`src/rtl/next_link_pkg.sv`:
```
// Shared constants and frame-geometry helpers for the NeXT serial link.
// Latency: n/a (types, constants and constant functions only).
// Backpressure: n/a.
package next_link_pkg;

  localparam int PKT_W_DEF = 40;

  // Control-slot payloads: audio sample request and audio underrun.
  localparam logic [PKT_W_DEF-1:0] CTRL_REQ_DEF      = 40'h0700000000;
  localparam logic [PKT_W_DEF-1:0] CTRL_UNDERRUN_DEF = 40'h0f00000000;

  // Two slots of {start, payload} plus the two idle gaps.
  function automatic int frame_len(input int pkt_w, input int gap_a, input int gap_b);
    return 2 * (pkt_w + 1) + gap_a + gap_b;
  endfunction

  // Frame position of the data-slot start bit.
  function automatic int data_start(input int pkt_w, input int gap_a);
    return pkt_w + 1 + gap_a;
  endfunction

endpackage

```
`src/rtl/next_sender_fifo.sv`:
```
// Synchronous FIFO holding host packets waiting for a frame slot.
// Latency: a pushed entry is visible at head_o (and empty_o deasserts) the cycle after the push.
// Backpressure: full_o blocks pushes; a push while full is dropped even if a pop happens that cycle.
module next_sender_fifo #(
  parameter int W     = 40,
  parameter int DEPTH = 4
) (
  input  logic                       clk,
  input  logic                       rst,
  input  logic                       push_i,
  input  logic [W-1:0]               push_dat_i,
  input  logic                       pop_i,
  output logic [W-1:0]               head_o,
  output logic                       full_o,
  output logic                       empty_o,
  output logic [$clog2(DEPTH+1)-1:0] level_o
);

  localparam int AW = (DEPTH > 1) ? $clog2(DEPTH) : 1;
  localparam int LW = $clog2(DEPTH + 1);

  logic [W-1:0]  mem_q [DEPTH];
  logic [AW-1:0] wr_ptr_q;
  logic [AW-1:0] rd_ptr_q;
  logic [LW-1:0] level_q;
  logic          do_push;
  logic          do_pop;

  // Full is judged on the registered level only, so a same-cycle pop never frees a slot for a push.
  assign full_o  = (level_q == LW'(DEPTH));
  assign empty_o = (level_q == '0);
  assign do_push = push_i & ~full_o;
  assign do_pop  = pop_i & ~empty_o;
  assign head_o  = mem_q[rd_ptr_q];
  assign level_o = level_q;

  // Storage array; contents are don't-care until written, so no reset.
  always_ff @(posedge clk) begin
    if (do_push) begin
      mem_q[wr_ptr_q] <= push_dat_i;
    end
  end

  // Pointers wrap naturally because DEPTH is a power of two; level tracks occupancy.
  always_ff @(posedge clk) begin
    if (rst) begin
      wr_ptr_q <= '0;
      rd_ptr_q <= '0;
      level_q  <= '0;
    end else begin
      if (do_push) wr_ptr_q <= wr_ptr_q + AW'(1);
      if (do_pop)  rd_ptr_q <= rd_ptr_q + AW'(1);
      case ({do_push, do_pop})
        2'b10:   level_q <= level_q + LW'(1);
        2'b01:   level_q <= level_q - LW'(1);
        default: level_q <= level_q;
      endcase
    end
  end

endmodule

```
`src/rtl/next_packet_sender.sv`:
```
// Serial frame transmitter: control slot (request/underrun) + data slot (FIFO packets), MSB first with start bit.
// Latency: the bit for frame position k is on sout the cycle after the frame counter reads k.
// Backpressure: in_ready drops when the FIFO is full; pushes while full are dropped and counted in loss_count.
// Build option NEXT_SENDER_CTRL_DATA_EN: an idle control slot carries a FIFO packet instead of zeros.
module next_packet_sender
  import next_link_pkg::*;
#(
  parameter int               PKT_W         = PKT_W_DEF,
  parameter int               FIFO_DEPTH    = 4,
  parameter int               GAP_A         = 3,
  parameter int               GAP_B         = 1,
  parameter logic [PKT_W-1:0] CTRL_REQ      = CTRL_REQ_DEF,
  parameter logic [PKT_W-1:0] CTRL_UNDERRUN = CTRL_UNDERRUN_DEF
) (
  input  logic                            clk,
  input  logic                            rst,
  input  logic [PKT_W-1:0]                in_data,
  input  logic                            in_valid,
  output logic                            in_ready,
  input  logic                            audio_sample_request_mode,
  input  logic                            audio_sample_request_underrun,
  input  logic                            audio_sample_request_tick,
  output logic                            sout,
  output logic                            data_loss,
  output logic [7:0]                      loss_count,
  output logic [$clog2(FIFO_DEPTH+1)-1:0] fifo_level
);

  localparam int FRAME_LEN = frame_len(PKT_W, GAP_A, GAP_B);
  localparam int DS        = data_start(PKT_W, GAP_A);
  localparam int FCNT_W    = $clog2(FRAME_LEN);
  localparam logic [FCNT_W-1:0] FCNT_LAST = FCNT_W'(FRAME_LEN - 1);
  localparam logic [FCNT_W-1:0] DATA_LOAD = FCNT_W'(DS - 1);

  logic [FCNT_W-1:0] fcnt_q, fcnt_d;
  logic [PKT_W:0]    shift_q, shift_d;
  logic              sout_q;
  logic              pend_und_q, pend_und_d;
  logic              pend_req_q, pend_req_d;
  logic              data_loss_q;
  logic [7:0]        loss_cnt_q, loss_cnt_d;

  logic              fifo_full;
  logic              fifo_empty;
  logic [PKT_W-1:0]  fifo_head;
  logic              fifo_push;
  logic              fifo_pop;
  logic              reject;
  logic              eff_und;
  logic              eff_req;
  logic              ctrl_load;
  logic              data_load;

  next_sender_fifo #(
    .W     (PKT_W),
    .DEPTH (FIFO_DEPTH)
  ) u_fifo (
    .clk        (clk),
    .rst        (rst),
    .push_i     (fifo_push),
    .push_dat_i (in_data),
    .pop_i      (fifo_pop),
    .head_o     (fifo_head),
    .full_o     (fifo_full),
    .empty_o    (fifo_empty),
    .level_o    (fifo_level)
  );

  assign in_ready   = ~fifo_full & ~rst;
  assign fifo_push  = in_valid & ~fifo_full;
  assign reject     = in_valid & fifo_full;
  assign sout       = sout_q;
  assign data_loss  = data_loss_q;
  assign loss_count = loss_cnt_q;

  // Frame sequencing, slot loads and request latching; a tick in a load cycle counts for that load.
  always_comb begin
    eff_und    = pend_und_q | (audio_sample_request_tick & audio_sample_request_underrun);
    eff_req    = pend_req_q | (audio_sample_request_tick & ~audio_sample_request_underrun
                               & audio_sample_request_mode);
    ctrl_load  = (fcnt_q == FCNT_LAST);
    data_load  = (fcnt_q == DATA_LOAD);
    fcnt_d     = ctrl_load ? '0 : fcnt_q + FCNT_W'(1);
    shift_d    = {shift_q[PKT_W-1:0], 1'b0};
    pend_und_d = eff_und;
    pend_req_d = eff_req;
    fifo_pop   = 1'b0;
    loss_cnt_d = loss_cnt_q;
    if (reject && (loss_cnt_q != 8'hff)) begin
      loss_cnt_d = loss_cnt_q + 8'd1;
    end
    if (ctrl_load) begin
      if (eff_und) begin
        // Underrun wins; any pending request stays latched for the next frame.
        shift_d    = {1'b1, CTRL_UNDERRUN};
        pend_und_d = 1'b0;
      end else if (eff_req) begin
        shift_d    = {1'b1, CTRL_REQ};
        pend_req_d = 1'b0;
      end
`ifdef NEXT_SENDER_CTRL_DATA_EN
      else if (!fifo_empty) begin
        shift_d  = {1'b1, fifo_head};
        fifo_pop = 1'b1;
      end
`endif
      else begin
        shift_d = '0;
      end
    end else if (data_load) begin
      if (!fifo_empty) begin
        shift_d  = {1'b1, fifo_head};
        fifo_pop = 1'b1;
      end else begin
        shift_d = '0;
      end
    end
  end

  // State registers; reset parks the counter on the control-load position so a frame starts at once.
  always_ff @(posedge clk) begin
    if (rst) begin
      fcnt_q      <= FCNT_LAST;
      shift_q     <= '0;
      sout_q      <= 1'b0;
      pend_und_q  <= 1'b0;
      pend_req_q  <= 1'b0;
      data_loss_q <= 1'b0;
      loss_cnt_q  <= '0;
    end else begin
      fcnt_q      <= fcnt_d;
      shift_q     <= shift_d;
      sout_q      <= shift_q[PKT_W];
      pend_und_q  <= pend_und_d;
      pend_req_q  <= pend_req_d;
      data_loss_q <= reject;
      loss_cnt_q  <= loss_cnt_d;
    end
  end

endmodule
```
`config.mk`:
```
export PLATFORM = sky130hd
export DESIGN_NAME = next_packet_sender
export DESIGN_NICKNAME = d
export VERILOG_FILES = /design/src/rtl/next_link_pkg.sv /design/src/rtl/next_sender_fifo.sv /design/src/rtl/next_packet_sender.sv
export SDC_FILE = /design/constraint.sdc
export NUM_CORES = 1
export LEC_CHECK = 0
export CAP_MARGIN = 15
export CORE_UTILIZATION = 35
export DETAILED_ROUTE_END_ITERATION = 10
export DONT_BUFFER_PORTS = 1
export PLACE_DENSITY = 0.51
export SYNTH_ARGS = -nofsm -noshare
export SYNTH_HDL_FRONTEND = slang
export SYNTH_SLANG_ARGS = --single-unit
```
`constraint.sdc`:
```
create_clock -name clk -period 3.4 [get_ports clk]
set_clock_uncertainty 0.15 [all_clocks]
set_input_delay 0.68 -clock clk [delete_from_list [all_inputs] [get_ports clk]]
set_output_delay 0.68 -clock clk [all_outputs]
set_load 0.01 [all_outputs]
```
## Word level (Yosys, flattened, before mapping)

Memories as Yosys holds them, arrays and structs flattened. A register that Yosys moved wholly into a read port is not among the register bits.
Index checks and enable logic that the tools add are counted.

| storage, ports and cells | value |
|---|---|
| input bits | 46 |
| logic and storage cells | 58 |
| memories | 1 |
| bits in registers | 67 |
| output and inout port bits | 14 |
| RAM bits | 160 |

| cells by class | value |
|---|---|
| $add $sub $neg | 6 |
| equality and inequality tests | 6 |
| bitwise logic cells | 14 |
| muxes and demuxes | 16 |
| reduce and logical (&&, ||, !) cells | 4 |

Memory list:

| memory | depth | width | read ports | clocked after memory_dff | wr ports | line | text |
|---|---|---|---|---|---|---|---|
| u_fifo.mem_q | 4 | 40 | 1 | 1 | 1 | next_sender_fifo.sv:22 | `logic [W-1:0] mem_q [DEPTH];` |

Operator list:

| cell | count |
|---|---|
| $mux 41 | 5 |
| $add 8x1->8 const B | 1 |
| $and 1x1->1 | 8 |
| $ne 8x8->1 const B | 1 |
| $add 7x1->7 const B | 1 |
| $eq 7x6->1 const B | 1 |
| $eq 7x7->1 const B | 1 |
| $mux 1 | 7 |
| $mux 7 | 1 |
| $pmux 3 s2 | 1 |
| $add 2x1->2 const B | 2 |
| $mux 2 | 2 |
| $not 1->1 | 4 |
| $add 3x1->3 const B | 1 |
| $eq 3x3->1 const B | 1 |
| $logic_not 3->1 | 1 |
| $sub 3x1->3 const B | 1 |
| $eq 2x1->1 const B | 1 |
| $eq 2x2->1 const B | 1 |
| $or 1x1->1 | 2 |
| $reduce_bool 2->1 | 1 |
| $reduce_or 2->1 | 1 |
| $logic_and 1x1->1 | 1 |

## Longest topological paths before layout

| depth | value |
|---|---|
| depth in word-level cells | 7 |
| gate-level depth with buffers | 11 |
| mapped depth without buffers | 10 |

## By module

Synthesis repeated with hierarchy kept, for this count alone.

| second synthesis, totals | value |
|---|---|
| cells, all modules | 558 |
| area total of the unflattened synthesis | 8907.3 um^2 |

Modules (own cells, without submodules):

| module | times used | cells each | area each (um^2) |
|---|---|---|---|
| next_sender_fifo | 1 | 263 | 6304.8 |
| next_packet_sender | 1 | 295 | 2602.5 |

## Least setup slack after synthesis

No wires, ideal clock.

| path | value |
|---|---|
| kind | register to register |
| from | register u_fifo.level_q[2] (netlist: u_fifo.level_o[2]) |
| to | register u_fifo.level_q[2] (netlist: u_fifo.level_o[2]) |
| stages on the path, launching flop included | 10 |
| arrival | 2.299 ns |
| setup slack | 0.880 ns |
| setup time | 0.071 ns |
| data required time | 3.179 ns |
| buffers on the path | 0 |
| path through | dfxtp_1 -> or3b_2 -> and2_1 -> inv_1 -> ha_1 -> inv_1 -> fa_1 -> xor2_1 -> or3_1 -> a21oi_1 |

| between the ends | value |
|---|---|
| word-level cells in the longest chain between the ends | 7 |

Ends and longest elaborated chain:

| what | line | text |
|---|---|---|
| from (decl) | next_sender_fifo.sv:25 | `logic [LW-1:0] level_q;` |
| from (signal assigned) | next_sender_fifo.sv:54 | `2'b10: level_q <= level_q + LW'(1);` |
| from (signal assigned) | next_sender_fifo.sv:55 | `2'b01: level_q <= level_q - LW'(1);` |
| from (signal assigned) | next_sender_fifo.sv:56 | `default: level_q <= level_q;` |
| $logic_not 3->1 | next_sender_fifo.sv:31 | `assign empty_o = (level_q == '0);` |
| $mux 1 | next_packet_sender.sv:111 | `if (!fifo_empty) begin` |
| $mux 1 | next_packet_sender.sv:110 | `end else if (data_load) begin` |
| $mux 1 | next_packet_sender.sv:92 | `if (ctrl_load) begin` |
| $and 1x1->1 | next_sender_fifo.sv:33 | `assign do_pop = pop_i & ~empty_o;` |
| $eq 2x1->1 / $eq 2x2->1 (equally long branches) | next_sender_fifo.sv:53 | `case ({do_push, do_pop})` |
| $pmux 3 s2 / $reduce_bool 2->1 (equally long branches) | n/a |  |

Parallel ways exist; a longest one is shown, timed or not.
A chain may end at the register's enable or synchronous reset.

## Worst setup path after layout

| path | value |
|---|---|
| from | register fcnt_q[0] |
| to | register u_fifo.level_q[2] (netlist: u_fifo.level_o[2]) |

| between the ends | value |
|---|---|
| word-level cells in the longest chain between the ends | 6 |

Ends and longest elaborated chain:

| what | line | text |
|---|---|---|
| from (decl) | next_packet_sender.sv:35 | `logic [FCNT_W-1:0] fcnt_q, fcnt_d;` |
| from (signal assigned) | next_packet_sender.sv:131 | `fcnt_q <= fcnt_d;` |
| $eq 7x6->1 | next_packet_sender.sv:82 | `data_load = (fcnt_q == DATA_LOAD);` |
| $mux 1 | next_packet_sender.sv:110 |  |
| $mux 1 * | next_packet_sender.sv:92 |  |
| $and 1x1->1 * | next_sender_fifo.sv:33 |  |
| named net u_fifo.do_pop | next_sender_fifo.sv:27 | `logic do_pop;` |
| $eq 2x1->1 / $eq 2x2->1 (equally long branches) | next_sender_fifo.sv:53 |  |
| $pmux 3 s2 / $reduce_bool 2->1 (equally long branches) | n/a |  |

Mark *: on every way through the listed nets, which the timed path passes. The rest lies on a longest branch.

==> qor.csv <==
metric,value,unit
status,finished clean,
Die Width,157,um
CP Max Fanout,6,
fin crit share,81.9,%
Worst EP arrival,3.08,ns
Min-Delay Path Class,input pin to flop,
initial core utilization,35.8,%
hold_buf cts,0,
largest net degree at the start of global routing,41,
fin cells,803,
Synth async-reset ratio,0,%
Slew Limit Fails,0,
final core area utilization,41.1,%
max frequency,359,MHz
area of the core,0.0235,mm^2
dpl ws,0.629,ns
Synth Flop Type,edfxtp_1,
Post-route DRC,0,
Post-CTS Setup Repair Bufs,0,
"slowest stage delay, CP",0.38,ns
ANT nets after route,0,
clock root buffer,clkbuf_16,
Max Cap Viol,0,
Post-Synthesis Cell Area,0.00840,mm^2
gr usage total,13.1,%
Syn Area/Cell,19.0,um^2
chip height,157,um
CP dominant cell by count,ha_1,
clock sink count,229,
CTS H-tree lvls,1,
Clock Path Buffers,3,
cell taking the most area after synthesis,edfxtp_1,
gr ovfl total,0,
met1 WL,6.38,mm
# IOs,60,
"Min Clock Period, post-route",2.78,ns
final hold violations,0,
"commonest non-fill, non-tap cell in the layout",edfxtp_1,
Synth area leaders,"edfxtp_1 57%, dfxtp_1 16%, mux4_2 11%",
# rows,56,
startpoint types,flop,
clock latency on the worst-skew pair,0.52,ns
area grow syn2layout,15.0,%
Pre-antenna DRT Iters,4,
DRT iter0 DRCs,227,
Routability Congestion,0.716,
Routed met2 length,7.72,mm
CTS tree,built,
Worst slew margin,53.0,%
Seq cells post-synth,229,
share of cells above drive strength 1,24.6,%
Vias,3956,
max layer used,met4,
"Net Count, Synth",498,
nets,519,
cell chain of the critical path,"ha_1, and3_1, nand3_2, inv_2, ha_1, inv_1, fa_1, xor2_1, or3_1, a21oi_1",
placed cells,755,
fill cell count,2090,
Synth cell types,47,
leakage power,3.18,nW
Num CTS Buffers,26,
detailed placer's ending HPWL,8.78,mm
final WL,15.5,mm
post_cts resized,0,
via/cell ratio,4.93,
Max IR drop VDD,0.412,mV
slowest cell on the critical path,fa_1,
setup TNS,0,ns
# port buffers,0,
PwrDens,661,mW/mm^2
initial antenna violation count,0,
CP required,3.69,ns
Worst-path clk slew,0.06,ns
final worst slack,0.617,ns
post-synthesis sequential area ratio,73.6,%
number of cells produced by synthesis,443,
top-area cell type share of the netlist area,57.2,%
routed len/inst,19.3,um
WS Path Type,flop to flop,
Hold WS,0.0862,ns
first-pass GRT wire length,24.2,mm
# setup viols final,0,
"EDFF count, synth",160,
"Warnings, synthesis",0,
Die ar.,0.0246,mm^2
vias in the first global route,4332,
actual slew at the worst max-slew pin,0.705,ns
antenna cell count,0,
Crit. End Element,flop,
RSZ-0062 raised after global routing,false,
metal3 WL,936,um
most frequent cells in the layout,"160 x edfxtp_1, 67 x dfxtp_1, 40 x mux4_2",
## routing by layer
metal / vias to the layer above / track usage [%]
met2: 83 / 23.0
met1: 2027 / 15.3
li1: 1814 / -
met3: 32 / 3.69
met4: 0 / 4.44
met5: - / 0
## worst paths after layout
kind | startpoint | end | slack (ns) | cells past startpoint
setup / recovery | fcnt_q[0] | u_fifo.level_o[2] | 0.62 | 10
hold / removal | rst | sout | 0.09 | 1
setup reg to reg | fcnt_q[0] | u_fifo.level_o[2] | 0.62 | 10
hold reg to reg | shift_q[40] | sout | 0.28 | 1
## stage by stage
stage                     cell area, um^2  total power, mW
after CTS                            9660             6.46
after detailed placement             8770             3.67
after global placement               8770             3.66
after global routing                 9660             6.63
final                                9660             6.38
after floorplan                      8400             3.56
## state kept, by name (all words and copies together), names as in the netlist, named ones only
| signal | flops |
|---|---|
| u_fifo.rd_ptr_q | 2 |
| u_fifo.wr_ptr_q | 2 |
| loss_count | 8 |
| pend_und_q | 1 |
| data_loss | 1 |
| fcnt_q | 7 |
| shift_q | 41 |
| u_fifo.level_o | 3 |
| pend_req_q | 1 |
| sout | 1 |
| u_fifo.mem_q | 160 |
## cells in the mapped netlist, drive strengths merged, types with 6 or more instances
library cell    n
xor2           11
buf            11
o21ai           6
a22o           33
inv            10
nor2           22
mux4           40
dfxtp          69
clkbuf          6
edfxtp        160
and3            7
ha              8
## cell type report
cell class / instances / area (um^2) / share of cell area (%)
clock buffer: 39 / 779 / 8.07
clock inverter: 9 / 106 / 1.10
inverter: 10 / 37.5 / 0.389
multi-input combinational: 187 / 2060 / 21.3
sequential: 229 / 6190 / 64.1
tap: 319 / 399 / 4.13
timing repair buffer: 10 / 87.6 / 0.907
## power by group
group | leakage, nW | internal [mW] | switching, mW | total (mW)
Combinational | 0.720 | 0.141 | 0.243 | 0.384
Sequential | 2.03 | 3.15 | 0.0771 | 3.22
Clock | 0.434 | 1.73 | 1.05 | 2.78
Total | 3.18 | 5.02 | 1.37 | 6.38
## logic make-up after synthesis
group,synth area share [%]
and+or+nand+nor,4.04
muxes,10.8
buffers and inverters,1.89
adders and majority gates,1.43
AOI/OAI and AO/OA,6.48
xor gates and xnor gates,1.67
DFF,73.6
## critical path, delay by kind of cell (launching register included)
family	cells	cell delay, ns
AO/OA/AOI/OAI	1	0.14
XOR/XNOR	1	0.16
adder cells (fa/ha/maj)	3	0.81
buffers and inverters	2	0.25
flip-flops	1	0.37
AND/OR/NAND/NOR	3	0.84
Power figures use the tool's default switching activity.
